## src/rtl/dec_counter_ctrl.sv

```systemverilog
// Command sequencer for a wrapping decimal counter: accepts CLEAR/LOAD/RUN over
// valid/ready, strobes the counter, tallies wrap-arounds and reports completion.
module dec_counter_ctrl #(
    parameter int WIDTH     = 32,
    parameter int MAX_COUNT = 99,
    parameter int OVF_W     = 8
) (
    input  logic             CLK,
    input  logic             RST_N,
    input  logic             cmd_valid,
    output logic             cmd_ready,
    input  logic [1:0]       cmd_op,
    input  logic [WIDTH-1:0] cmd_arg,
    input  logic             halt,
    output logic             cnt_clear,
    output logic             cnt_load,
    output logic [WIDTH-1:0] cnt_load_val,
    output logic             cnt_inc,
    input  logic [WIDTH-1:0] cnt_count,
    input  logic             cnt_overflow,
    output logic             done,
    output logic [1:0]       done_status,
    output logic [WIDTH-1:0] done_count,
    output logic [OVF_W-1:0] done_ovf,
    output logic             busy
);

    typedef enum logic [2:0] {
        S_IDLE, S_CLEAR, S_LOAD, S_RUN, S_WAIT, S_DONE
    } state_t;

    localparam logic [1:0] OP_CLEAR = 2'b00;
    localparam logic [1:0] OP_LOAD  = 2'b01;
    localparam logic [1:0] OP_RUN   = 2'b10;

    localparam logic [1:0] ST_OK      = 2'b00;
    localparam logic [1:0] ST_ABORTED = 2'b01;
    localparam logic [1:0] ST_BADARG  = 2'b10;
    localparam logic [1:0] ST_BADOP   = 2'b11;

    localparam logic [WIDTH-1:0] MAXV = WIDTH'(MAX_COUNT);

    state_t           state, state_nx;
    logic [WIDTH-1:0] arg_q;
    logic [WIDTH-1:0] remaining;
    logic             ready_q;
    logic             accept;

    assign accept = cmd_valid && ready_q;

    always_comb begin
        state_nx = state;
        case (state)
            S_IDLE: begin
                if (accept) begin
                    case (cmd_op)
                        OP_CLEAR: state_nx = S_CLEAR;
                        OP_LOAD:  state_nx = (cmd_arg > MAXV) ? S_DONE : S_LOAD;
                        OP_RUN:   state_nx = (cmd_arg == '0) ? S_DONE : S_RUN;
                        default:  state_nx = S_DONE;
                    endcase
                end
            end
            S_CLEAR, S_LOAD: state_nx = S_WAIT;
            S_RUN: begin
                if (halt || remaining == WIDTH'(1))
                    state_nx = S_WAIT;
            end
            S_WAIT:  state_nx = S_DONE;
            S_DONE:  state_nx = S_IDLE;
            default: state_nx = S_IDLE;
        endcase
    end

    // ready is a flop so it stays low through reset and rises one edge later
    always_ff @(posedge CLK or negedge RST_N) begin
        if (!RST_N) begin
            state       <= S_IDLE;
            ready_q     <= 1'b0;
            arg_q       <= '0;
            remaining   <= '0;
            done_status <= ST_OK;
            done_count  <= '0;
            done_ovf    <= '0;
        end else begin
            state   <= state_nx;
            ready_q <= (state_nx == S_IDLE);
            if (accept) begin
                arg_q      <= cmd_arg;
                remaining  <= cmd_arg;
                done_ovf   <= '0;
                done_count <= cnt_count;
                if (cmd_op == 2'b11)
                    done_status <= ST_BADOP;
                else if (cmd_op == OP_LOAD && cmd_arg > MAXV)
                    done_status <= ST_BADARG;
                else
                    done_status <= ST_OK;
            end else begin
                if (state == S_RUN && !halt)
                    remaining <= remaining - WIDTH'(1);
                if (state == S_RUN && halt)
                    done_status <= ST_ABORTED;
                if ((state == S_RUN || state == S_WAIT) && cnt_overflow && done_ovf != '1)
                    done_ovf <= done_ovf + OVF_W'(1);
                if (state == S_WAIT)
                    done_count <= cnt_count;
            end
        end
    end

    // halt suppresses the increment in the same cycle, hence the direct gating
    assign cmd_ready    = ready_q;
    assign busy         = (state != S_IDLE);
    assign cnt_clear    = (state == S_CLEAR);
    assign cnt_load     = (state == S_LOAD);
    assign cnt_load_val = (state == S_LOAD) ? arg_q : '0;
    assign cnt_inc      = (state == S_RUN) && !halt;
    assign done         = (state == S_DONE);

endmodule
```

## config.mk

```make
export PLATFORM = sky130hd
export DESIGN_NAME = dec_counter_ctrl
export DESIGN_NICKNAME = d
export VERILOG_FILES = /design/src/rtl/dec_counter_ctrl.sv
export SDC_FILE = /design/constraint.sdc
export NUM_CORES = 1
export LEC_CHECK = 0
export BUFFER_PORTS_ARGS = -buffer_cell sky130_fd_sc_hd__buf_2
export CORE_MARGIN = 4
export CORE_UTILIZATION = 36
export DETAILED_ROUTE_END_ITERATION = 10
export PLACE_DENSITY_LB_ADDON = 0.1
export SYNTH_ARGS = -nofsm -noshare
export SYNTH_HDL_FRONTEND = slang
export SYNTH_SLANG_ARGS = --single-unit
export TNS_END_PERCENT = 30
```

## constraint.sdc

```tcl
create_clock -name CLK -period 6.8 [get_ports CLK]
set_input_delay 0.34 -clock CLK [delete_from_list [all_inputs] [get_ports CLK]]
set_output_delay 0.34 -clock CLK [all_outputs]
set_load 0.005 [all_outputs]
```

* After elaboration in Yosys (flattened, before gate mapping) *
Index checks and enable logic that the tools add are counted.

operators by class
  multiplexer cells = 17
  eq/ne operators = 10
  order comparisons = 1
  reductions and logical operators = 19
  add/sub/neg operators = 2

operator list
  cell                   number
  $mux 32                5
  $eq 32x1->1 const B    1
  $gt 32x7->1 const B    1
  $logic_not 32->1       1
  $sub 32x1->32 const B  1
  $mux 8                 2
  $mux 3                 4
  $pmux 3 s4             1
  $pmux 3 s3             1
  $add 8x1->8 const B    1
  $mux 2                 4
  $ne 8x8->1 const B     1
  $reduce_bool 2->1      4
  $eq 3x2->1 const B     2
  $eq 3x3->1 const B     2
  $logic_and 1x1->1      6
  $logic_not 3->1        2
  $eq 2x2->1 const B     2
  $eq 3x1->1 const B     1
  $reduce_bool 3->1      1
  $eq 2x1->1 const B     1
  $logic_not 2->1        1
  $logic_or 1x1->1       2
  $reduce_or 2->1        1
  $logic_not 1->1        1

word-level totals
  bits in registers = 110
  bits of input ports = 71
  logic and storage cells = 56
  output and inout port bits = 80

* Logic depth before layout (Yosys ltp) *
Gate-level depths: netlist of the first run.

  depth in word-level cells = 6
  depth in mapped cells = 7
  mapped depth without buffers = 7

* Worst setup path after synthesis of the first run *
Ideal clock, no wire load.

  path type = register to register
  start point = reg remaining[23]
  end point = reg ready_q, in the netlist cmd_ready
  data required time = 6.674 ns
  cell stages (with the launch flop) = 6
  arrival time = 2.065 ns
  setup time = 0.126 ns
  setup slack = 4.610 ns
  clock period less this slack = 2.190 ns
  buffers on the path = 0
  cells stage by stage = dfrtp_1 or4_1 or4_1 nor4_1 nor4bb_1 o311a_1

between the ends
  word-level cells in the longest chain between the ends = 5

ends and longest elaborated chain
  element                 RTL line  text
  from (decl)             45        logic [WIDTH-1:0] remaining;
  from (signal assigned)  90        remaining <= cmd_arg;
  from (signal assigned)  101       remaining <= remaining - WIDTH'(1);
  $eq 32x1->1             66        if (halt || remaining == WIDTH'(1))
  $logic_or 1x1->1        66
  $mux 3                  66
  $pmux 3 s4              53        case (state)
  $logic_not 3->1         87        ready_q <= (state_nx == S_IDLE);
  to (signal assigned)    87
  to (decl)               46        logic ready_q;

Every way passes these cells.
A chain may end at the register's enable or synchronous reset.

* Worst setup path in the final report of the first run *
  start point = reg remaining[12]
  end point = reg ready_q, in the netlist cmd_ready

Same word-level chain as after synthesis.

==> results.md, run 1 <==
* Flops & latches, synth at 110
* Worst path max stage delay at roughly 0.62 ns
* Share of cells above drive strength 1 at about a third
* Synth Instances at around 500
* DIE HEIGHT at between 100 and 150 microns
* Mean Syn Cell Area at roughly 10 sq um
* First-pass GRT wire length at 21600 microns
* GRT overflow at 0
* Dpl hpwl at around 9300 microns
* FILL cells at between 1000 and 1500
* Via Count at slightly above 4000
* RSZ-0062 raised after global routing: false
* Critical path class: register to register
* Slew headroom at 34.3%
* # DRC at 0
* Post-synth EDFFs at 0
* Asr flop ratio synth at 100%
* Std-Cell Rows at between 40 and 50
* Slowest CP cell: nor4_1
* Worst Max-Slew Pin Slew at approximately 1 ns
* Max clock buf depth at 2
* Hold Path Cell Cnt at 2
* Synth Cell Area at between 5000 and 6000 sq um
* Number of max-cap violations at 0
* Power Density at 388 nW/um^2
* Drt pass-1 iters at 4
* Peak Freq at between 0.3 and 0.4 GHz
* Synth Flop Type: dfrtp_1
* CTS buffer count at 9
* Total GRT Usage at roughly 17%
* Largest net degree at the start of global routing at between 70 and 80
* Final cell count without fillers at 830
* Leakage power at 3.08 nW
* Nets@finish at about 720
* I/O pin total at 151
* Core outline area at 13900 sq um
* Avg WL per Cell at roughly 16 microns
* Clk Tree Root Cell: clkbuf_16
* Setup TNS at 0 ns
* Worst EP required at 7.03 ns
* Crit path max fanout at 18
* Placed cell count at 812
* GP Congestion at 0.743
* Starting density of the core at a little under two fifths
* Outcome: completed
* Arrival time worst endpoint at approximately 2.8 ns
* H-tree depth at 3
* Clk sink count at 110
* Setup Skew at ~0.01 ns
* Routed Antenna Nets at 0
* Post-CTS sizing at 0
* Via density at between 4 and 5
* Final hold viol count at 0
* Clock latency on the worst-skew pair at 0.35 ns
* VDD IR-drop max at 193 uV
* Critical Path Sink Type: register
* R2R depth at 5
* TritonCTS clock tree: done
* Yosys cell types at 47
* Final period utilization at 38.4%
* Postcts setup bufs at 0
* Critical Path Most Common Cell: nor4_1
* P&R area growth vs syn at 23.6%
* Min-Delay Path Class: input port to register
* Die Wd at between 100 and 150 microns
* Drt initial violations at ~190
* Sequential cell area fraction in the yosys report at 53.4%
* Final WL at 13200 microns
* Setup violators final at 0
* Clock slew at reported path FFs at ~0.07 ns
* Area of the die at approximately 16000 sq um
* Number of global-route vias before repair at about 4300
* Worst-path cell chain: nor4_1, nand4b_2, nor4_1, nor4bb_1, o311a_1
* Max Slew Vio Count at 0
* IO Port Bufs at 150
* Synth Net Count at around 570
* Antenna violations before repair at 1
* Yosys Warn Count at 0
* Min Tclk post-route at 2.61 ns
* CP Launch Type: register
## worst paths after layout
path,startpoint,end,slack (ns)
min in group asynchronous,RST_N,remaining[21]$_DFFE_PN0P_,0.47
max in group asynchronous,RST_N,done_count[12]$_DFFE_PN0P_,4.99
hold / removal,cnt_count[29],done_count[29]$_DFFE_PN0P_,0.22
hold reg to reg,arg_q[24]$_DFFE_PN0P_,arg_q[24]$_DFFE_PN0P_,0.47
setup reg to reg,remaining[12]$_DFFE_PN0P_,cmd_ready$_DFF_PN0_,4.19
setup / recovery,remaining[12]$_DFFE_PN0P_,cmd_ready$_DFF_PN0_,4.19
## registers in the layout, summed over array words and instances, names as in the netlist
name         flops
done_status      2
arg_q           32
remaining       32
done_ovf         8
cmd_ready        1
state            3
done_count      32
## cell usage in the layout (no fill, tap or decap), types with 3 or more instances in the layout
cell type / n
nor3_1: 8
or4_1: 3
inv_1: 7
o21ai_0: 23
buf_2: 149
buf_4: 6
and3_1: 4
ha_1: 3
nand2b_1: 3
and2_1: 33
nand3_1: 8
nor4_1: 12
a21oi_1: 7
nor4_2: 9
o21ai_1: 12
xor2_1: 13
or2_2: 3
dfrtp_1: 110
clkinv_2: 3
xnor2_1: 22
nand2_1: 107
or3_1: 10
nor2_1: 13
mux2_2: 32
a31oi_1: 3
clkbuf_16: 9
## layer usage
metal / up-vias / GRT usage [%] / share of wire [%]
met5: - / 0 / 0.14
met4: 2 / 6.12 / 2.0
met2: 118 / 26.4 / 46
met1: 1998 / 21.5 / 44
li1: 1999 / - / -
met3: 17 / 5.00 / 7.6
## per-stage QoR
stage / cell area (sq um) / total power, W / hold slack (ns) / worst slack [ns] / util [%]
after global routing: 6370 / 0.00267 / 0.208 / 3.94 / 45.7
after floorplan: 5160 / 0.00169 / 0.0444 / 4.61 / -
after global placement: 6090 / 0.00198 / 0.318 / 4.34 / 43.7
after detailed placement: 6090 / 0.00200 / 0.319 / 4.20 / 43.7
after CTS: 6370 / 0.00251 / 0.205 / 4.18 / 45.7
final: 6370 / 0.00247 / 0.217 / 4.19 / 45.7
## Yosys cell counts, drive strengths merged (3+ instances only)
master / number / area share (%)
inv: 7 / 0.51
nand4b: 3 / 0.63
nor2: 14 / 1.0
xnor2: 22 / 3.7
buf: 5 / 0.53
and3: 4 / 0.49
or4: 5 / 0.87
mux2: 32 / 7.0
a31oi: 3 / 0.36
nor4: 22 / 4.1
nand2b: 3 / 0.36
a21oi: 7 / 0.68
ha: 3 / 0.73
and2: 34 / 4.1
dfrtp: 110 / 53
xor2: 13 / 2.2
nand2: 107 / 7.8
nor3: 8 / 0.78
clkbuf: 17 / 1.2
or3: 10 / 1.2
o21ai: 35 / 3.4
or2: 3 / 0.36
nor3b: 3 / 0.44
nand3: 9 / 0.97
## power by group
group | internal [W] | switching, W | leakage (nW)
Clock | 0.000257 | 0.000235 | 0.132
Sequential | 0.000954 | 0.000201 | 1.35
Combinational | 0.000415 | 0.000409 | 1.59
## timing repair
item / CTS / global route
hold endpoints to repair: 32 / 0
hold buffers: 1 / 0
setup endpoints to repair: 0 / 0
## critical path, delay by kind of cell, from the launching register on
kind / cells / cell delay (ns)
AND/OR/NAND/NOR: 4 / 1.77
flip-flops: 1 / 0.40
AO/OA/AOI/OAI: 1 / 0.32
## cell families (layout without fill, tap and decap cells)
kind of cell	after synthesis	count (layout)	share of synthesized area [%]
adder cells (fa/ha/maj)	3	3	0.728
XOR/XNOR	35	35	5.94
AND/OR/NAND/NOR	235	235	24.7
AO/OA/AOI/OAI	55	55	6.02
multiplexers	32	32	6.99
other	0	1	0
buffers and inverters	29	179	2.28
flip-flops	110	110	53.4
## final cells by class
cell class	count	area [sq um]	area share, %
clock inverter	4	22.5	0.353
sequential	110	2750	43.2
antenna	1	2.50	0.0393
tap	180	225	3.53
inverter	7	26.3	0.412
clock buffer	12	246	3.87
timing repair buffer	156	801	12.6
multi-input combinational	360	2300	36.0
No activity file was read; power rests on OpenSTA's default activity.
==> run 2, diff against run 1 <==
clock period = 2.72 ns   (was 6.8 ns; I/O delays follow)
==> results.md, run 2 (same netlist as run 1, synthesis figures left out) <==
* Final hold viol count at 0
* Slew headroom at between 50% and 60%
* Clock latency on the worst-skew pair at 0.35 ns
* Int Pwr at about 0.0042 W
* H-tree depth at 3
* Min Tclk post-route at between 2 and 2.5 ns
* Number of max-cap violations at 0
* Critical path class: register to register
* Combinational power share at around a third
* Dpl hpwl at roughly 9200 microns
* Total GRT Usage at between 10% and 20%
* Seq pwr share at 45.2%
* Most frequent cells in the layout: buf_2 (149), dfrtp_1 (110), nand2_1 (107)
* Post-CTS sizing at 0
* Drt initial violations at 210
* DP Worst Slack at about 0.25 ns
* CP top delay family: simple AND/OR/NAND/NOR gates
* IO Port Bufs at 150
* GP Congestion at between 0.7 and 0.8
* PnR Total Power at ~0.0064 W
* Clock slew at reported path FFs at 0.07 ns
* Routed Antenna Nets at 0
* TritonCTS clock tree: done
* Worst-path cell chain: or4_1, or4_1, nor4_1, nor4bb_1, o311a_1
* Slowest CP cell: or4_1
* Max Slew Vio Count at 0
* Setup WS post-layout at 0.274 ns
* Number of global-route vias before repair at approximately 4300
* Leakage power at approximately 3.2 nW
* Max clock buf depth at 2
* Worst Max-Slew Pin Slew at slightly above 0.6 ns
* Arrival time worst endpoint at approximately 2.7 ns
* Power Density at 974 nW/um^2
* First-pass GRT wire length at 21900 microns
* Setup violators final at 0
* GRT overflow at 0
* CTS buffer count at 9
* I/O pin total at about 150
* Critical Path Sink Type: register
* Antenna violations before repair at 2
* Setup Skew at about 0.0058 ns
* Core outline area at about 14000 sq um
* Die Wd at roughly 130 microns
* Critical Path Most Common Cell: or4_1
* Outcome: completed
* Peak Freq at around 0.4 GHz
* P&R area growth vs syn at 27.0%
* Clk sink count at between 100 and 150
* # DRC at 0
* Antenna Cells at 0
* Final period utilization at between 80% and 90%
* RSZ-0062 raised after global routing: false
* Buf/Inv on CP at 0
* CTS Hold Bufs at 10
* Min-Delay Path Class: input port to register
* Share of cells above drive strength 1 at 34.3%
* Crit path max fanout at 6
* Worst EP required at 2.95 ns
* Avg WL per Cell at 15.6 microns
* Setup TNS at 0 ns
* Worst path max stage delay at 0.61 ns
* Clk Tree Root Cell: clkbuf_16
* Sw Ratio at approximately 33%
* Postcts setup bufs at 0
* VDD IR-drop max at between 400 and 500 uV
* Area of the die at between 15000 and 20000 sq um
* NetSw at about 0.0021 W
* CP Launch Type: register
* Starting density of the core at ~37%
* Worst hold margin at ~0.015 ns
* Via density at 4.91
* Drt pass-1 iters at 4
* DIE HEIGHT at 128 microns
* Nets@finish at 730
* Final WL at approximately 13000 microns
* Commonest non-fill, non-tap cell in the layout: buf_2
* Via Count at 4131
* Regs by FF count: arg_q (32), done_count (32), remaining (32)
* Std-Cell Rows at 43
* Largest net degree at the start of global routing at about 110
* Clk pwr share at 22.4%
## run 2: final timing paths
| kind | startpoint | to | slack, ns | cells past startpoint |
|---|---|---|---|---|
| max in group asynchronous | RST_N | done_count[4]$_DFFE_PN0P_ | 1.86 | 3 |
| hold / removal | cnt_count[16] | done_count[16]$_DFFE_PN0P_ | 0.02 | 2 |
| hold reg to reg | arg_q[23]$_DFFE_PN0P_ | arg_q[23]$_DFFE_PN0P_ | 0.47 | 2 |
| min in group asynchronous | RST_N | arg_q[2]$_DFFE_PN0P_ | 0.40 | 3 |
| setup reg to reg | remaining[23]$_DFFE_PN0P_ | cmd_ready$_DFF_PN0_ | 0.27 | 5 |
| setup / recovery | remaining[23]$_DFFE_PN0P_ | cmd_ready$_DFF_PN0_ | 0.27 | 5 |
## run 2: metal layers
layer	vias to the layer above	routed length (microns)	GRT usage, %
li1	2011	-	-
met1	1997	6020	22.0
met2	105	5900	26.7
met3	14	982	5.58
met4	4	179	5.24
met5	-	25	0
## run 2: cell type report
cell class	instances	area [sq um]
fill	1369	7390
sequential	110	2750
clock buffer	9	225
multi-input combinational	360	2300
inverter	7	26.3
tap	180	225
clock inverter	7	97.6
timing repair buffer	168	926
## run 2: power by group through the flow
stage | combinational, W | sequential (W) | clock [W]
detailed placement | 0.00210 | 0.00290 | 0
floorplan | 0.00139 | 0.00282 | 0
global placement | 0.00207 | 0.00289 | 0
CTS | 0.00212 | 0.00288 | 0.00148
global route | 0.00236 | 0.00300 | 0.00156
finish | 0.00207 | 0.00288 | 0.00143
## run 2: stage by stage
step / std cells / area (sq um) / util [%]
finish: 841 / 6550 / 47.0
global route: 841 / 6550 / 47.0
CTS: 841 / 6550 / 47.0
detailed placement: 815 / 6130 / 44.0
global placement: 815 / 6130 / 44.0
floorplan: 499 / 5160 / -
